==> src/rtl/delay_unit_sched_pkg.sv <==
// delay_unit_sched_pkg: shared tag type and width helper for the delay-unit scheduler.
package delay_unit_sched_pkg;

    localparam int TAG_W = 1;

    typedef logic [TAG_W-1:0] req_id_t;

    function automatic int cnt_w(input int depth);
        return $clog2(depth + 1);
    endfunction

endpackage

==> src/rtl/sched_tag_fifo.sv <==
// sched_tag_fifo: in-order FIFO of requester tags for beats issued into the delay unit.
module sched_tag_fifo
    import delay_unit_sched_pkg::*;
#(
    parameter int TAG_DEPTH = 4,
    parameter int TAG_W     = 1
) (
    input  logic                          CLK,
    input  logic                          ASYNCRESETN,
    input  logic                          push,
    input  logic [TAG_W-1:0]              push_tag,
    input  logic                          pop,
    output logic [TAG_W-1:0]              head_tag,
    output logic                          empty,
    output logic                          full,
    output logic [cnt_w(TAG_DEPTH)-1:0]   count
);
    localparam int PW = $clog2(TAG_DEPTH);
    localparam int CW = cnt_w(TAG_DEPTH);

    logic [TAG_W-1:0] mem_q [TAG_DEPTH];
    logic [PW-1:0]    wr_q, rd_q;
    logic [CW-1:0]    cnt_q, cnt_d;

    assign cnt_d = cnt_q + CW'(push) - CW'(pop);

    always_ff @(posedge CLK or negedge ASYNCRESETN) begin
        if (!ASYNCRESETN) begin
            wr_q  <= '0;
            rd_q  <= '0;
            cnt_q <= '0;
            for (int i = 0; i < TAG_DEPTH; i++) mem_q[i] <= '0;
        end else begin
            if (push) begin
                mem_q[wr_q] <= push_tag;
                wr_q        <= wr_q + PW'(1);
            end
            if (pop) rd_q <= rd_q + PW'(1);
            cnt_q <= cnt_d;
        end
    end

    assign head_tag = mem_q[rd_q];
    assign empty    = cnt_q == '0;
    assign full     = cnt_q == CW'(TAG_DEPTH);
    assign count    = cnt_q;

endmodule

==> src/rtl/delay_unit_scheduler.sv <==
// delay_unit_scheduler: round-robin sharing of one in-order delay-unit lane between two
// requesters, with a tag FIFO steering each returning beat back to its issuer.
module delay_unit_scheduler
    import delay_unit_sched_pkg::*;
#(
    parameter int DATA_W    = 5,
    parameter int TAG_DEPTH = 4
) (
    input  logic                          CLK,
    input  logic                          ASYNCRESETN,
    input  logic [DATA_W-1:0]             REQ_0_data,
    input  logic                          REQ_0_valid,
    output logic                          REQ_0_ready,
    input  logic [DATA_W-1:0]             REQ_1_data,
    input  logic                          REQ_1_valid,
    output logic                          REQ_1_ready,
    output logic [DATA_W-1:0]             DU_IN_data,
    output logic                          DU_IN_valid,
    input  logic                          DU_IN_ready,
    input  logic [DATA_W-1:0]             DU_OUT_data,
    input  logic                          DU_OUT_valid,
    output logic                          DU_OUT_ready,
    output logic [DATA_W-1:0]             RESP_0_data,
    output logic                          RESP_0_valid,
    input  logic                          RESP_0_ready,
    output logic [DATA_W-1:0]             RESP_1_data,
    output logic                          RESP_1_valid,
    input  logic                          RESP_1_ready,
    output logic [cnt_w(TAG_DEPTH)-1:0]   IN_FLIGHT,
    output logic                          ERR_ORPHAN
);
    req_id_t gnt, head, last_q, last_d, lock_id_q, lock_id_d;
    logic    lock_q, lock_d, err_q, err_d;
    logic    empty, full, push, pop, can_push, elig0, elig1;

    // A pop this cycle frees a slot, so a full FIFO can still take a new beat.
    assign can_push = !full || pop;
    assign elig0    = ASYNCRESETN && REQ_0_valid && can_push;
    assign elig1    = ASYNCRESETN && REQ_1_valid && can_push;

    always_comb begin
        gnt         = lock_q ? lock_id_q : (elig0 && elig1) ? ~last_q : req_id_t'(elig1);
        DU_IN_valid = gnt[0] ? elig1 : elig0;
        DU_IN_data  = gnt[0] ? REQ_1_data : REQ_0_data;
        push        = DU_IN_valid && DU_IN_ready;
        REQ_0_ready = push && !gnt[0];
        REQ_1_ready = push && gnt[0];
    end

    always_comb begin
        DU_OUT_ready = ASYNCRESETN && !empty && (head[0] ? RESP_1_ready : RESP_0_ready);
        pop          = DU_OUT_valid && DU_OUT_ready;
        RESP_0_valid = ASYNCRESETN && !empty && DU_OUT_valid && !head[0];
        RESP_1_valid = ASYNCRESETN && !empty && DU_OUT_valid && head[0];
        RESP_0_data  = DU_OUT_data;
        RESP_1_data  = DU_OUT_data;
    end

    // The lock pins the grant while an offered beat is stalled, keeping DU_IN stable.
    always_comb begin
        lock_d    = push ? 1'b0 : DU_IN_valid ? 1'b1 : lock_q;
        lock_id_d = (DU_IN_valid && !DU_IN_ready) ? gnt : lock_id_q;
        last_d    = push ? gnt : last_q;
        err_d     = err_q || (empty && DU_OUT_valid);
    end

    always_ff @(posedge CLK or negedge ASYNCRESETN) begin
        if (!ASYNCRESETN) begin
            lock_q    <= 1'b0;
            lock_id_q <= '0;
            last_q    <= req_id_t'(1);
            err_q     <= 1'b0;
        end else begin
            lock_q    <= lock_d;
            lock_id_q <= lock_id_d;
            last_q    <= last_d;
            err_q     <= err_d;
        end
    end

    assign ERR_ORPHAN = err_q;

    sched_tag_fifo #(
        .TAG_DEPTH (TAG_DEPTH),
        .TAG_W     (TAG_W)
    ) u_tag_fifo (
        .CLK         (CLK),
        .ASYNCRESETN (ASYNCRESETN),
        .push        (push),
        .push_tag    (gnt),
        .pop         (pop),
        .head_tag    (head),
        .empty       (empty),
        .full        (full),
        .count       (IN_FLIGHT)
    );

endmodule
==> config.mk <==
export PLATFORM = sky130hd
export DESIGN_NAME = delay_unit_scheduler
export DESIGN_NICKNAME = d
export VERILOG_FILES = /design/src/rtl/delay_unit_sched_pkg.sv /design/src/rtl/sched_tag_fifo.sv /design/src/rtl/delay_unit_scheduler.sv
export SDC_FILE = /design/constraint.sdc
export NUM_CORES = 1
export LEC_CHECK = 0
export ABC_CLOCK_PERIOD_IN_PS = 8300
export CAP_MARGIN = 10
export CORE_UTILIZATION = 25
export DETAILED_ROUTE_END_ITERATION = 8
export PLACE_DENSITY = 0.57
export RECOVER_POWER = 25
export SLEW_MARGIN = 20
export SYNTH_ARGS = -nofsm -noshare
export SYNTH_HDL_FRONTEND = slang
export SYNTH_HIERARCHICAL = 1
export SYNTH_SLANG_ARGS = --single-unit
==> constraint.sdc <==
create_clock -name CLK -period 8.3 [get_ports CLK]
set_clock_uncertainty 0.15 [all_clocks]
set_input_delay 1.245 -clock CLK [delete_from_list [all_inputs] [get_ports CLK]]
set_output_delay 1.245 -clock CLK [all_outputs]
set_load 0.1 [all_outputs]
==> results of run 1 <==
layout by cell type (no fill, tap or decap), types with 2 or more instances in the layout:
cell type / n
inv_1: 10
nor2_1: 6
clkdlybuf4s50_1: 30
xnor2_1: 3
ha_1: 6
nor3_1: 2
o2bb2ai_1: 2
clkbuf_8: 3
nand2_1: 7
xor2_1: 2
mux2_4: 6
dlygate4sd3_1: 2
nand3b_1: 2
dfrtp_1: 14
mux2_1: 4
cells by family (layout without fill, tap and decap cells):
group,after synthesis,after routing,share of synthesized area
muxes,12,12,0.171
AOI/OAI and AO/OA,10,10,0.114
buffers and inverters,20,46,0.107
DFF,15,15,0.358
adders and majority gates,7,7,0.0904
xor gates and xnor gates,5,5,0.0416
and+or+nand+nor,24,24,0.118
worst max-delay path: stages:
cell and delay [ns]:
dlygate4sd3_1 1.03, nand3b_1 0.37, o311ai_2 0.40, nand4_1 0.19
nor3b_2 0.19, clkdlybuf4s50_1 1.15
path summary, 6_finish.rpt:
check                                   start             endpoint  depth (start not counted)
max                               ASYNCRESETN          REQ_0_ready                          6
min                                ERR_ORPHAN           ERR_ORPHAN                          1
max reg2reg                u_tag_fifo/rd_q[0]  u_tag_fifo/count[2]                         10
min reg2reg                        ERR_ORPHAN           ERR_ORPHAN                          1
max in group asynchronous         ASYNCRESETN               lock_q                          1
min in group asynchronous         ASYNCRESETN  u_tag_fifo/mem_q[3]                          1
sequential cells by signal (all words and copies together) (netlist names):
signal            cells
last_q                1
ERR_ORPHAN            1
u_tag_fifo/wr_q       2
lock_id_q             1
lock_q                1
u_tag_fifo/mem_q      4
u_tag_fifo/count      3
u_tag_fifo/rd_q       2
power by group through the flow:
stage	Sequential, mW	Combinational [mW]	Clock, mW
2_1_floorplan	0.210	0.298	0
3_3_place_gp	0.144	0.430	0
3_5_place_dp	0.146	0.434	0
4_1_cts	0.145	0.435	0.0593
5_1_grt	0.152	0.459	0.0620
6_report	0.144	0.430	0.0567
cells in the mapped netlist, types with 2 or more instances:
cell	instances	area (um^2)
buf_4	10	75.1
dfrtp_1	14	350
ha_1	6	75.1
inv_1	10	37.5
mux2_1	4	45.0
mux2_4	6	90.1
nand2_1	7	26.3
nand3b_1	2	15.0
nor2_1	6	22.5
nor3_1	2	10.0
o2bb2ai_1	2	17.5
xnor2_1	3	26.3
xor2_1	2	17.5
through the flow:
| step | instances | setup slack [ns] |
|---|---|---|
| final | 169 | 2.31 |
| after global routing | 169 | 2.05 |
| after CTS | 169 | 2.32 |
| after detailed placement | 165 | 2.32 |
| after global placement | 165 | 2.43 |
| after floorplan | 93 | 3.52 |
per-layer routing:
layer	track usage	wire length [um]
met1	0.135	913
met4	0.0426	16
met2	0.167	994
met5	0	0
met3	0.0171	176
area by class of cell:
type	count	area (um^2)
tap	50	62.6
multi-input combinational	58	563
sequential	15	377
fill	425	2620
timing repair buffer	32	320
inverter	10	37.5
clock buffer	3	41.3
clock inverter	1	5.00
==> flow_summary.toml, run 1 <==
[yosys]
synth-seq-cells = 15
synthArstFlopShare = 1.00
syn_area_um2 = 1050
synth_edf_count = 0
yosysSeqAreaShare = 0.358
synth_cells = 93
yosysWarnings = 6
synthFlopType = "dfrtp_1"
synth.avg_cell_area_um2 = 11.3
ys_types = 32
synth_nets = 123

[critical_path]
cp.required_ns = 6.90
rrSetupSlack_ns = 4.93
crit_fanout = 18
end_kind = "output port"
crit_arrival_ns = 4.59
worst_setup_path_start_kind = "primary input"
critPathKind = "primary input to output port"

[power]
pwr-share-seq = 0.229
power_mw = 0.632
ir_drop_mv = 0.261
power_switching_mw = 0.351
power_frac_comb = 0.681
static-leakage-power_nw = 0.595
p_sw_frac = 0.556
p_per_area_nw_per_um2 = 449
p_clk_frac = 0.090
internal_power_mw = 0.281

[cts]
clkSlewWorstSetupHoldPaths_ns = 0.06
post_cts_buffers = 0
cts_root_buf = "clkbuf_8"
htree_levels = 1
cts_hold_buffers = 0
cts.sinks = 15
cts-buffers-inserted = 3
cts_tree = "done"
clk_latency_ns = 0.24
cts_max_path_buffers = 2
ctsResizeCount = 0

[grt]
grt_max_degree = 19
grt_pass1_wl_mm = 3.50
overflow = 0
antenna_found_initial = 0
grt_pass1_vias = 750
globalRouteTotalUtil = 0.103

[floorplanning]
num_io_pins = 48
chipHeight_um = 66.9
fp.dieArea_um2 = 4470
dieWidth_um = 66.9
core-area_um2 = 4030
initial_core_util = 0.261
rows = 23

[routing]
first_pass_iters = 4
drc = 0
antenna_left = 0
drtIter0Drc = 29
vias = 741
viasPerCell = 4.38
wl_per_cell_um = 12.4
drt-total-wl_mm = 2.10

[min_path]
min_path_type = "flop to flop"

[timing]
fin_crit_sh = 0.721
fin_tns_setup_ns = 0
hold_viol_final = 0
fin_crit_ns = 5.99
maxSlewViolCount = 0
timing.slew.headroom = 0.348
worst_slew_pin_slew_ns = 0.975
setup_viol = 0
hold_ws_ns = 0.329
rsz0062_at_grt = "false"
max_freq_mhz = 167

[placement]
portBuffers = 32
hpwl_mm = 1.73
place_congestion = 0.721
dpl_cell_area_um2 = 1360

[final_layout]
final_area_um2 = 1410
post-route-util = 0.349
final_nets = 150
drive_gt1_frac = 0.168
area_delta_synth_final_pct = 33.7
antenna_cells = 0

[flow_run]
cap_violations = 0

[outcome]
status = "completed"
(Power assumes the default switching activity.)
==> run 2: changes to the inputs <==
--- a/config.mk
+++ b/config.mk
@@ -5,7 +5,7 @@
 export SDC_FILE = /design/constraint.sdc
 export NUM_CORES = 1
 export LEC_CHECK = 0
-export ABC_CLOCK_PERIOD_IN_PS = 8300
+export ABC_CLOCK_PERIOD_IN_PS = 5700
 export CAP_MARGIN = 10
 export CORE_UTILIZATION = 25
 export DETAILED_ROUTE_END_ITERATION = 8
==> constraint.sdc (replaced) <==
create_clock -name CLK -period 5.7 [get_ports CLK]
set_clock_uncertainty 0.15 [all_clocks]
set_input_delay 0.855 -clock CLK [delete_from_list [all_inputs] [get_ports CLK]]
set_output_delay 0.855 -clock CLK [all_outputs]
set_load 0.1 [all_outputs]
==> run 2 against run 1 <==
Net effect:
- critical endpoint is now DU_OUT_ready
- sequential share of layout area grew 0.44 points
- hold slack lost 0.016 ns
- setup slack lost 1.2 ns
- largest power group unchanged
- highest routed layer unchanged
- sequential power grew 47%
- final cell count grew 0.59%
- die area is the same
- first-iteration DRC count shrank 38%
- combinational power grew 44%
- register-to-register slack lost 2.6 ns
- critical path depth shrank 1
==> flow_summary.toml, run 2 (synthesis results as in run 1) <==
[power]
internal_power_mw = 0.403
p_sw_frac = 0.557
power_frac_comb = 0.681
ir_drop_mv = 0.412
static-leakage-power_nw = 0.606
pwr-share-seq = 0.232
p_clk_frac = 0.088
power_switching_mw = 0.507
p_per_area_nw_per_um2 = 658
power_mw = 0.910

[final_layout]
largest_reg_flops = 4
layout_commonest_cell = "clkdlybuf4s50_1"
antenna_cells = 0
final_cells = 170
final_nets = 151
drive_gt1_frac = 0.242
nFillCells = 408
seqCellArea_um2 = 377
regMostFlops = "u_tag_fifo/mem_q"
layout_common_cells = "clkdlybuf4s50_1, dfrtp_1, inv_1, buf_4, nand2_1"
multi_input_area_um2 = 563
area_delta_synth_final_pct = 31.5

[cts]
cts_root_buf = "clkbuf_8"
ctsResizeCount = 0
htree_levels = 1
cts.sinks = 15
clk_latency_ns = 0.23
cts_tree = "done"
cts-buffers-inserted = 3
post_cts_buffers = 0
clkSlewWorstSetupHoldPaths_ns = 0.05
cts_hold_buffers = 0
cts_max_path_buffers = 2

[critical_path]
end_kind = "output port"
critPathKind = "primary input to output port"
r2r_end = "u_tag_fifo/count[2]"
crit_fanout = 18
rrSetupSlack_ns = 2.35
crit_arrival_ns = 3.59
worstReg2RegStart = "u_tag_fifo/rd_q[0]"
worst_setup_path_start_kind = "primary input"
reg2regPathDepth = 10
cp.required_ns = 4.70

[timing]
fin_crit_sh = 0.806
maxSlewViolCount = 0
setup_viol = 0
max_freq_mhz = 218
timing.slew.headroom = 0.351
fin_tns_setup_ns = 0
fin_crit_ns = 4.60
worst_slew_pin_slew_ns = 0.971
rsz0062_at_grt = "false"
hold_viol_final = 0

[outcome]
status = "completed"

[placement]
place_congestion = 0.830
portBuffers = 32
hpwl_mm = 1.73
post-place-cells = 166

[routing]
wl_per_cell_um = 12.2
vias = 737
antenna_left = 0
drc = 0
drtIter0Drc = 18
drt-total-wl_mm = 2.07
first_pass_iters = 4
viasPerCell = 4.34

[flow_run]
cap_violations = 0

[floorplanning]
core-area_um2 = 4030
initial_core_util = 0.261
dieWidth_um = 66.9
num_io_pins = 48
fp.dieArea_um2 = 4470
chipHeight_um = 66.9
rows = 23

[grt]
grt_max_degree = 19
grt_pass1_wl_mm = 3.27
overflow = 0
globalRouteTotalUtil = 0.0994
grt_pass1_vias = 768
antenna_found_initial = 0

[min_path]
worstHoldStart = "ERR_ORPHAN"
whs_endpoint = "ERR_ORPHAN"
min_path_type = "flop to flop"
hold_depth = 1
==> run 2: changes by cell type in the layout (fill, tap and decap cells not counted) <==
cell	delta
clkbuf_1	+2
buf_4	+10
clkdlybuf4s50_1	-8
clkinv_2	-1
dlygate4sd3_1	-2
==> run 2: how the worst max path moves through the flow <==
stage | startpoint | endpoint | slack [ns] | cells after the start
global route | ASYNCRESETN | REQ_0_ready | 0.86 | 7
finish | ASYNCRESETN | DU_OUT_ready | 1.10 | 5
global placement | ASYNCRESETN | DU_OUT_ready | 1.63 | 5
floorplan | u_tag_fifo/count[1] | DU_OUT_ready | 1.42 | 2
detailed placement | ASYNCRESETN | DU_OUT_ready | 1.63 | 5
CTS | ASYNCRESETN | DU_OUT_ready | 1.64 | 5
==> run 2: final cells by class <==
cell class	instances	area share
multi-input combinational	58	0.407
sequential	15	0.272
timing repair buffer	33	0.216
tap	50	0.0452
clock buffer	4	0.0325
inverter	10	0.0271
==> run 2: per-stage QoR <==
stage,setup slack [ns],utilization,hold slack [ns],instance area [um^2]
2_1_floorplan,1.42,-,0.298,1050
3_3_place_gp,1.63,0.333,0.306,1340
3_5_place_dp,1.63,0.333,0.311,1340
4_1_cts,1.64,0.344,0.324,1390
5_1_grt,0.860,0.343,0.338,1380
6_report,1.10,0.343,0.312,1380
==> run 2: routing by layer <==
metal  wire [um]  GRT usage  vias up
met4          22     0.0426        0
met1         831      0.110      346
li1            -          -      363
met3         172     0.0171        2
met5           0          0        -
met2        1040      0.183       26
==> run 2: worst max-delay path, stage by stage <==
cell	delay (ns)
clkdlybuf4s50_1	0.45
clkbuf_1	0.67
inv_1	0.23
nor3_1	0.22
clkdlybuf4s50_1	1.16
==> run 2: power groups by stage <==
stage	Sequential, mW	Clock, mW	Combinational [mW]
after CTS	0.212	0.0835	0.627
final	0.211	0.0797	0.620
after detailed placement	0.214	0	0.625
after global placement	0.211	0	0.618
after global routing	0.220	0.0882	0.658
after floorplan	0.306	0	0.434
==> run 3: changes to the inputs <==
--- a/config.mk
+++ b/config.mk
@@ -5,11 +5,11 @@
 export SDC_FILE = /design/constraint.sdc
 export NUM_CORES = 1
 export LEC_CHECK = 0
-export ABC_CLOCK_PERIOD_IN_PS = 5700
+export ABC_CLOCK_PERIOD_IN_PS = 4200
 export CAP_MARGIN = 10
 export CORE_UTILIZATION = 25
 export DETAILED_ROUTE_END_ITERATION = 8
-export PLACE_DENSITY = 0.57
+export PLACE_DENSITY = 0.59
 export RECOVER_POWER = 25
 export SLEW_MARGIN = 20
 export SYNTH_ARGS = -nofsm -noshare
==> constraint.sdc (replaced) <==
create_clock -name CLK -period 4.2 [get_ports CLK]
set_clock_uncertainty 0.15 [all_clocks]
set_input_delay 0.63 -clock CLK [delete_from_list [all_inputs] [get_ports CLK]]
set_output_delay 0.63 -clock CLK [all_outputs]
set_load 0.1 [all_outputs]
==> run 3 against run 2 <==
Net effect:
- clock power is 44% higher
- via count is 1.9% higher
- global-route usage is 1.6 points higher
- clock-buffer cell count stayed put
- non-clock buffer count is 1 higher
- largest power group unchanged
==> flow_summary.toml, run 3 (synthesis results as in run 1) <==
[cts]
ctsResizeCount = 0
post_cts_buffers = 0
cts_root_buf = "clkbuf_8"
cts.sinks = 15
htree_levels = 1
clk_latency_ns = 0.24
cts_max_path_buffers = 2
cts-buffers-inserted = 3
cts_tree = "done"
clkSlewWorstSetupHoldPaths_ns = 0.06
cts_hold_buffers = 0

[grt]
globalRouteTotalUtil = 0.116
antenna_found_initial = 0
grt_max_degree = 17
grt_pass1_vias = 837
overflow = 0
grt_pass1_wl_mm = 3.75

[timing]
setup_viol = 0
fin_crit_ns = 3.57
fin_crit_sh = 0.851
timing.slew.headroom = 0.351
fin_tns_setup_ns = 0
worst_slew_pin_slew_ns = 0.971
rsz0062_at_grt = "false"
maxSlewViolCount = 0
hold_viol_final = 0
max_freq_mhz = 280
hold_ws_ns = 0.327

[final_layout]
multi_input_area_um2 = 563
final_nets = 152
antenna_cells = 0
area_delta_synth_final_pct = 41.5
final_cells = 171
layout_commonest_cell = "clkdlybuf4s50_1"
layout_common_cells = "clkdlybuf4s50_1, dfrtp_1, inv_1"
post-route-util = 0.370
largest_reg_flops = 4
nFillCells = 397
drive_gt1_frac = 0.256
regMostFlops = "u_tag_fifo/mem_q"
seqCellArea_um2 = 377

[critical_path]
critPathKind = "primary input to output port"
crit_fanout = 16
rrSetupSlack_ns = 1.09
end_kind = "output port"
crit_arrival_ns = 2.79
cp.required_ns = 3.42
worst_setup_path_start_kind = "primary input"

[placement]
portBuffers = 32
place_congestion = 0.811
post-place-cells = 167
hpwl_mm = 1.94

[floorplanning]
dieWidth_um = 66.9
initial_core_util = 0.261
rows = 23
core-area_um2 = 4030
num_io_pins = 48
fp.dieArea_um2 = 4470
chipHeight_um = 66.9

[routing]
drt-total-wl_mm = 2.31
vias = 751
antenna_left = 0
drc = 0
wl_per_cell_um = 13.5
drtIter0Drc = 22
first_pass_iters = 4
viasPerCell = 4.39

[power]
p_per_area_nw_per_um2 = 899
static-leakage-power_nw = 0.646
ir_drop_mv = 0.476

[min_path]
min_path_type = "flop to flop"

[flow_run]
cap_violations = 0

[outcome]
status = "completed"
-- run 3: power by group --
part | leakage, nW | internal, mW | switching, mW
sequential | 0.178 | 0.219 | 0.0700
combinational | 0.445 | 0.329 | 0.605
clock | 0.0228 | 0.0671 | 0.0483
total | 0.646 | 0.616 | 0.723
-- run 3: critical path, stage by stage --
cell	delay, ns
clkdlybuf4s50_1	0.50
clkbuf_1	0.66
nand3b_1	0.17
o311ai_2	0.13
nand4_1	0.20
nor3b_2	0.28
buf_12	0.21
-- run 3: per-layer routing --
metal  track usage  vias to the layer above  share of wire
met5             0                        -              0
met4        0.0585                        0          0.021
met3        0.0205                        5          0.057
met2         0.211                       23           0.54
met1         0.126                      363           0.38
li1              -                      360              -
-- run 3: final cells by class --
type	instances	area share
Clock buffer	4	0.0303
Multi-Input combinational cell	58	0.378
Sequential cell	15	0.253
Inverter	10	0.0252
Tap cell	50	0.0420
Timing Repair Buffer	34	0.271
-- run 3: final timing paths --
path / end / cells past startpoint / from
worst max register to register: u_tag_fifo/count[2] / 11 / u_tag_fifo/rd_q[0]
min in group asynchronous: u_tag_fifo/mem_q[3] / 2 / ASYNCRESETN
worst min register to register: ERR_ORPHAN / 1 / ERR_ORPHAN
worst min-delay path: ERR_ORPHAN / 1 / ERR_ORPHAN
worst max-delay path: REQ_0_ready / 7 / ASYNCRESETN
max in group asynchronous: u_tag_fifo/mem_q[2] / 2 / ASYNCRESETN
-- run 3: through the flow --
step	total power [mW]	cell area, um^2	setup slack [ns]
2_1_floorplan	1.00	1050	0.149
3_3_place_gp	1.21	1450	0.984
3_5_place_dp	1.23	1450	0.890
4_1_cts	1.35	1490	0.853
5_1_grt	1.41	1490	0.406
6_report	1.34	1490	0.626
